$ cat config.mk
export PLATFORM = sky130hd
export DESIGN_NAME = relu_guard_compact_wb
export DESIGN_NICKNAME = d
export VERILOG_FILES = /design/src/rtl/relu_guard_compact_wb_pkg.sv /design/src/rtl/relu_guard_compact_wb_relu_sat_lane.sv /design/src/rtl/relu_guard_compact_wb.sv
export SDC_FILE = /design/constraint.sdc
export NUM_CORES = 1
export LEC_CHECK = 0
export CORE_ASPECT_RATIO = 1.25
export CORE_MARGIN = 3
export CORE_UTILIZATION = 40
export CTS_CLUSTER_SIZE = 24
export DETAILED_ROUTE_END_ITERATION = 12
export PLACE_DENSITY = 0.69
export SLEW_MARGIN = 20
export SYNTH_ARGS = -nofsm -noshare
export SYNTH_HDL_FRONTEND = slang
export SYNTH_HIERARCHICAL = 1
export SYNTH_SLANG_ARGS = --single-unit
$ cat constraint.sdc
create_clock -name clk -period 5.8 [get_ports clk]
set_input_delay 1.16 -clock clk [delete_from_list [all_inputs] [get_ports clk]]
set_output_delay 1.16 -clock clk [all_outputs]
set_load 0.02 [all_outputs]
$ cat src/rtl/relu_guard_compact_wb_pkg.sv
// Shared types and defaults for the ReLU/guard compacting write-back stage.
package diff_core_pkg;

  localparam int unsigned DEF_PSUM_WIDTH = 16;
  localparam int unsigned DEF_LANES      = 6;

  typedef enum logic [1:0] {
    SPARSE8 = 2'd0,
    DENSE4  = 2'd1,
    DENSE8  = 2'd2
  } wb_mode_t;

  typedef enum logic [2:0] {
    IDLE  = 3'd0,
    FETCH = 3'd1,
    LOAD  = 3'd2,
    EMIT  = 3'd3,
    DONE  = 3'd4
  } wb_state_t;

  // The reserved encoding 3 behaves as DENSE8.
  function automatic wb_mode_t decode_mode(input logic [1:0] m);
    case (m)
      2'd0:    return SPARSE8;
      2'd1:    return DENSE4;
      default: return DENSE8;
    endcase
  endfunction

endpackage

$ cat src/rtl/relu_guard_compact_wb_relu_sat_lane.sv
// One PSUM lane: ReLU, arithmetic right shift, clamp to 8 or 4 bits, nonzero flag.
module relu_sat_lane
  import diff_core_pkg::*;
#(
  parameter int unsigned PSUM_WIDTH = DEF_PSUM_WIDTH
) (
  input  logic [PSUM_WIDTH-1:0] psum,
  input  logic [3:0]            shift,
  input  wb_mode_t              mode,
  output logic [7:0]            value,
  output logic                  nonzero
);

  logic [PSUM_WIDTH-1:0] shifted;

  always_comb begin
    shifted = '0;
    if (!psum[PSUM_WIDTH-1]) shifted = psum >> shift;
    if (mode == DENSE4)
      value = (shifted > PSUM_WIDTH'(15)) ? 8'd15 : {4'b0000, shifted[3:0]};
    else
      value = (shifted > PSUM_WIDTH'(255)) ? 8'd255 : shifted[7:0];
    nonzero = |value;
  end

endmodule

$ cat src/rtl/relu_guard_compact_wb.sv
// Write-back stage: fetches PSUM words, applies ReLU/shift/saturation per lane and
// emits nonzero bytes plus a guard bitmap (SPARSE8) or every lane/pair (dense modes).
module relu_guard_compact_wb
  import diff_core_pkg::*;
#(
  parameter int unsigned LANES      = DEF_LANES,
  parameter int unsigned PSUM_WIDTH = DEF_PSUM_WIDTH,
  parameter int unsigned ADDR_W     = 8
) (
  input  logic                        clk,
  input  logic                        rst_n,
  input  logic                        ctrl_valid,
  output logic                        ctrl_ready,
  output logic                        ctrl_finish,
  input  logic [15:0]                 pace_i,
  input  logic [1:0]                  mode_i,
  input  logic [3:0]                  shift_i,
  input  logic [LANES*PSUM_WIDTH-1:0] data_i,
  output logic                        rd_en,
  output logic [ADDR_W-1:0]           addr_o,
  output logic [7:0]                  data_o,
  output logic                        data_o_valid,
  input  logic                        fm_buf_ready,
  output logic [LANES-1:0]            guard_o,
  output logic                        guard_o_valid,
  input  logic                        guard_buf_ready
);

  wb_state_t        state, state_nxt;
  wb_mode_t         mode_q;
  logic [15:0]      pace_q, word_cnt;
  logic [3:0]       shift_q;
  logic [7:0]       lane_val [LANES];
  logic [LANES-1:0] lane_nz;
  logic [7:0]       val_q [LANES];
  logic [LANES-1:0] pending, guard_q, load_mask, low_oh;
  logic             guard_pending;
  logic [7:0]       pick_byte;
  logic             accept, word_done, fm_fire, guard_fire;

  for (genvar k = 0; k < LANES; k++) begin : g_lane
    relu_sat_lane #(.PSUM_WIDTH(PSUM_WIDTH)) u_lane (
      .psum    (data_i[k*PSUM_WIDTH +: PSUM_WIDTH]),
      .shift   (shift_q),
      .mode    (mode_q),
      .value   (lane_val[k]),
      .nonzero (lane_nz[k])
    );
  end

  assign accept     = (state == IDLE) && ctrl_valid;
  assign word_done  = (state == EMIT) && (pending == '0) && !guard_pending;
  assign fm_fire    = data_o_valid && fm_buf_ready;
  assign guard_fire = guard_o_valid && guard_buf_ready;
  assign low_oh     = pending & (-pending);

  always_comb begin
    load_mask = '0;
    case (mode_q)
      SPARSE8: load_mask = lane_nz;
      DENSE4:  for (int unsigned i = 0; i < LANES / 2; i++) load_mask[i] = 1'b1;
      default: load_mask = '1;
    endcase
  end

  // Scan from the top so the lowest pending index is the one that sticks.
  always_comb begin
    pick_byte = '0;
    for (int unsigned i = 0; i < LANES; i++) begin
      if (pending[LANES-1-i]) begin
        if (mode_q == DENSE4) begin
          if (LANES-1-i < LANES / 2)
            pick_byte = {val_q[2*(LANES-1-i)+1][3:0], val_q[2*(LANES-1-i)][3:0]};
        end else begin
          pick_byte = val_q[LANES-1-i];
        end
      end
    end
  end

  always_ff @(posedge clk or negedge rst_n) begin
    if (!rst_n) state <= IDLE;
    else        state <= state_nxt;
  end

  always_comb begin
    state_nxt = state;
    case (state)
      IDLE:    if (ctrl_valid) state_nxt = (pace_i == 16'd0) ? DONE : FETCH;
      FETCH:   state_nxt = LOAD;
      LOAD:    state_nxt = EMIT;
      EMIT:    if (word_done) state_nxt = ((word_cnt + 16'd1) == pace_q) ? DONE : FETCH;
      DONE:    state_nxt = IDLE;
      default: state_nxt = IDLE;
    endcase
  end

  always_comb begin
    ctrl_ready    = (state == IDLE);
    ctrl_finish   = (state == DONE);
    rd_en         = (state == FETCH);
    data_o_valid  = (state == EMIT) && (pending != '0);
    guard_o_valid = (state == EMIT) && guard_pending;
    data_o        = data_o_valid ? pick_byte : '0;
    guard_o       = guard_o_valid ? guard_q : '0;
  end

  always_ff @(posedge clk or negedge rst_n) begin
    if (!rst_n) begin
      pace_q        <= '0;
      mode_q        <= SPARSE8;
      shift_q       <= '0;
      word_cnt      <= '0;
      addr_o        <= '0;
      val_q         <= '{default: '0};
      pending       <= '0;
      guard_q       <= '0;
      guard_pending <= 1'b0;
    end else begin
      if (accept) begin
        pace_q   <= pace_i;
        mode_q   <= decode_mode(mode_i);
        shift_q  <= shift_i;
        word_cnt <= '0;
        addr_o   <= '0;
      end
      if (state == LOAD) begin
        val_q         <= lane_val;
        pending       <= load_mask;
        guard_q       <= (mode_q == SPARSE8) ? lane_nz : '0;
        guard_pending <= (mode_q == SPARSE8);
      end
      if (fm_fire)    pending       <= pending & ~low_oh;
      if (guard_fire) guard_pending <= 1'b0;
      if (word_done) begin
        word_cnt <= word_cnt + 16'd1;
        addr_o   <= addr_o + ADDR_W'(1);
      end
    end
  end

endmodule

==> impl_metrics.py <==
metrics = {
    "critical_path": {
        "critPathLaunchType": "flip-flop",
        "rr_startpoint": "shift_q[1]",
        "reg2reg_depth": 10,
        "crit_path_max_fanout": 13,
        "worst-setup-path-type": "reg -> out",
        "endpoint_kind": "output port",
        "cp.required_ns": 4.64,
        "r2r_end": "pending[5]",
        "arrival_ns": 3.30,
        "r2r_slack_ns": 2.07,
    },
    "hold_path": {
        "hold_start": "guard_q[5]",
        "hold_depth": 2,
        "hold_path_end": "guard_q[5]",
        "hold_path.class": "reg -> reg",
    },
    "global_routing": {
        "grtUsageTotal": 0.200,
        "first_global_vias": 9693,
        "grt_max_degree": 87,
        "antenna_found_initial": 0,
        "grt_pass1_wl_mm": 49.6,
        "grt_overflow": 0,
    },
    "synthesis": {
        "netlist_area_mm2": 0.0112,
        "postSynthAreaPerCell_um2": 8.82,
        "yosysWarnings": 6,
        "syn_nets": 1391,
        "synth_seq_cells": 110,
        "synthCells": 1266,
        "synthFlopType": "dfrtp_1",
        "seq_area_frac_synth": 0.247,
        "synth_area_leaders": "dfrtp_1 25%, mux4_2 15%, nand2_1 10%",
        "yosysTopAreaCellShare": 0.247,
        "synth-edff-count": 0,
        "synthArstFlopShare": 1.00,
        "yosysTopAreaCell": "dfrtp_1",
        "ys_types": 72,
    },
    "sta": {
        "fin_skew_ns": 0.0144,
        "period_minus_slack_ns": 4.46,
        "tightestPinTransition_ns": 1.06,
        "rsz0062_at_grt": "no",
        "maxSlewViolCount": 0,
        "fin_crit_sh": 0.768,
        "hold_violations": 0,
        "setup_tns_ns": 0,
        "max_slew_margin": 0.289,
        "setup_viol": 0,
        "fmax_ghz": 0.224,
    },
    "place": {
        "hpwl_mm": 22.2,
        "place_congestion": 0.883,
        "port_buffers": 149,
    },
    "drt": {
        "ant_nets": 0,
        "dr_total_vias": 10100,
        "via_per_inst": 5.99,
        "wire_per_inst_um": 18.1,
        "drt_iter0_drc": 837,
        "drc": 0,
        "drt_wl_total_mm": 30.4,
        "first_pass_iters": 5,
    },
    "cts": {
        "clock_sinks": 110,
        "cts_tree": "yes",
        "clk_latency_ns": 0.36,
        "post_cts_buffers": 0,
        "cts_resized": 0,
        "postCtsHoldBufs": 0,
        "h-tree-depth": 3,
        "clockBufferDepth": 2,
        "clkSlewWorstSetupHoldPaths_ns": 0.07,
        "cts_made_buffers": 9,
        "cts-root-buf": "clkbuf_16",
    },
    "layout": {
        "area_growth_pct": 14.8,
        "final_core_util": 0.472,
        "final_common_cell": "nand2_1",
        "final_cell_mix": "310 x nand2_1, 148 x clkdlybuf4s50_1, 106 x dfrtp_1",
        "antenna_cells": 0,
        "fill_cells": 2679,
        "nNetsFinal": 1460,
        "drive_gt1_frac": 0.101,
    },
    "floorplan": {
        "fp.dieW_um": 155,
        "initial_core_util": 0.411,
        "core_area_mm2": 0.0272,
        "die-area_mm2": 0.0300,
        "ios": 150,
        "rows": 67,
        "die_y_um": 193,
    },
    "power": {
        "ir_worst_vdd_uv": 223,
        "power_density_mw_per_mm2": 474,
        "total_leakage_power_uw": 0.00515,
    },
    "job": {
        "maxCapViolCount": 0,
    },
    "outcome": {
        "status": "completed",
    },
}
[final cells by class]
type | instances | area [um2] | area share
clock buffers | 10 | 229 | 0.0179
clock inverters | 6 | 43.8 | 0.00342
well taps | 345 | 432 | 0.0337
flip-flops and latches | 110 | 2770 | 0.216
multi-input cells | 1041 | 7690 | 0.600
repair buffers | 164 | 1630 | 0.127
inverters | 9 | 33.8 | 0.00264
[per-layer routing]
layer  up-vias  share of wire  GRT usage
met4         0          0.024     0.0616
li1       4829              -          -
met3        52          0.047     0.0202
met2       316           0.51      0.357
met5         -              0          0
met1      4896           0.42      0.254
[worst max-delay path, cell delays in order (launching register included)]
cell and delay [ns]:
dfrtp_1 0.52, inv_1 0.17, nor2_1 0.70, nor2_1 0.29, a221o_1 0.41, a21oi_1 0.15
a311oi_1 0.10, clkdlybuf4s50_1 0.61
[stage by stage]
| stage | cell area, um2 | power (uW) | std cells | worst slack [ns] | hold WS [ns] |
|---|---|---|---|---|---|
| 2_1_floorplan | 11200 | 4640 | 1266 | 2.59 | 0.431 |
| 3_3_place_gp | 12500 | 5420 | 1669 | 1.77 | 0.443 |
| 3_5_place_dp | 12500 | 5480 | 1669 | 1.72 | 0.453 |
| 4_1_cts | 12800 | 6090 | 1685 | 1.40 | 0.468 |
| 5_1_grt | 12800 | 6580 | 1685 | 1.21 | 0.484 |
| 6_report | 12800 | 6070 | 1685 | 1.34 | 0.464 |
[cells in the mapped netlist, types with 7 or more instances]
master and count:
o21ai_1 12, nor3_1 14, buf_1 9, dfrtp_1 110, mux2i_1 72, and3_1 13, a41o_1 7, mux2_2 14
clkbuf_1 45, a21oi_1 58, a211o_1 12, nor3b_1 13, nor2b_1 32, nor4_1 9, a211oi_1 19, o31ai_1 19
mux2_1 18, buf_6 26, a22oi_1 8, nor2_1 51, o21ai_0 61, nand3_1 30, mux4_1 12, nand2b_1 13
mux4_2 72, inv_1 9, xnor2_1 11, o211ai_1 8, o21a_1 7, buf_2 18, nand4_1 11, nand2_1 310
or3_1 13, xor2_1 10
[state kept, by name, summed over array words and instances (netlist names)]
register and flops:
addr_o 8, guard_pending 1, guard_q 6, mode_q 2, pace_q 16, pending 6
shift_q 4, state 3, val_q 48, word_cnt 16
[logic make-up (layout without fill, tap and decap cells)]
family                   count (synthesis)  in the layout  synth area share
buffers and inverters                  115            189            0.0655
flip-flops                             110            110             0.247
AND/OR/NAND/NOR                        550            550             0.230
XOR/XNOR                                22             22            0.0179
AO/OA/AOI/OAI                          279            279             0.167
multiplexers                           188            188             0.270
adder cells (fa/ha/maj)                  2              2           0.00224
[how the worst max path moves through the flow]
stage                     startpoint  cells after the start  slack, ns          to
after floorplan            mode_q[1]                      8       2.59   data_o[4]
after global placement    data_i[95]                     10       1.77  pending[5]
after detailed placement  data_i[95]                     10       1.72  pending[5]
after CTS                  mode_q[1]                      6       1.40   data_o[7]
after global routing       mode_q[1]                      6       1.21   data_o[6]
final                      mode_q[0]                      7       1.34   data_o[7]
[power by group]
| group | switching, uW | total, uW | internal [uW] |
|---|---|---|---|
| combinational | 1920 | 3800 | 1870 |
| sequential | 611 | 1690 | 1080 |
| clock | 293 | 588 | 295 |
Power figures use the tool's default switching activity.
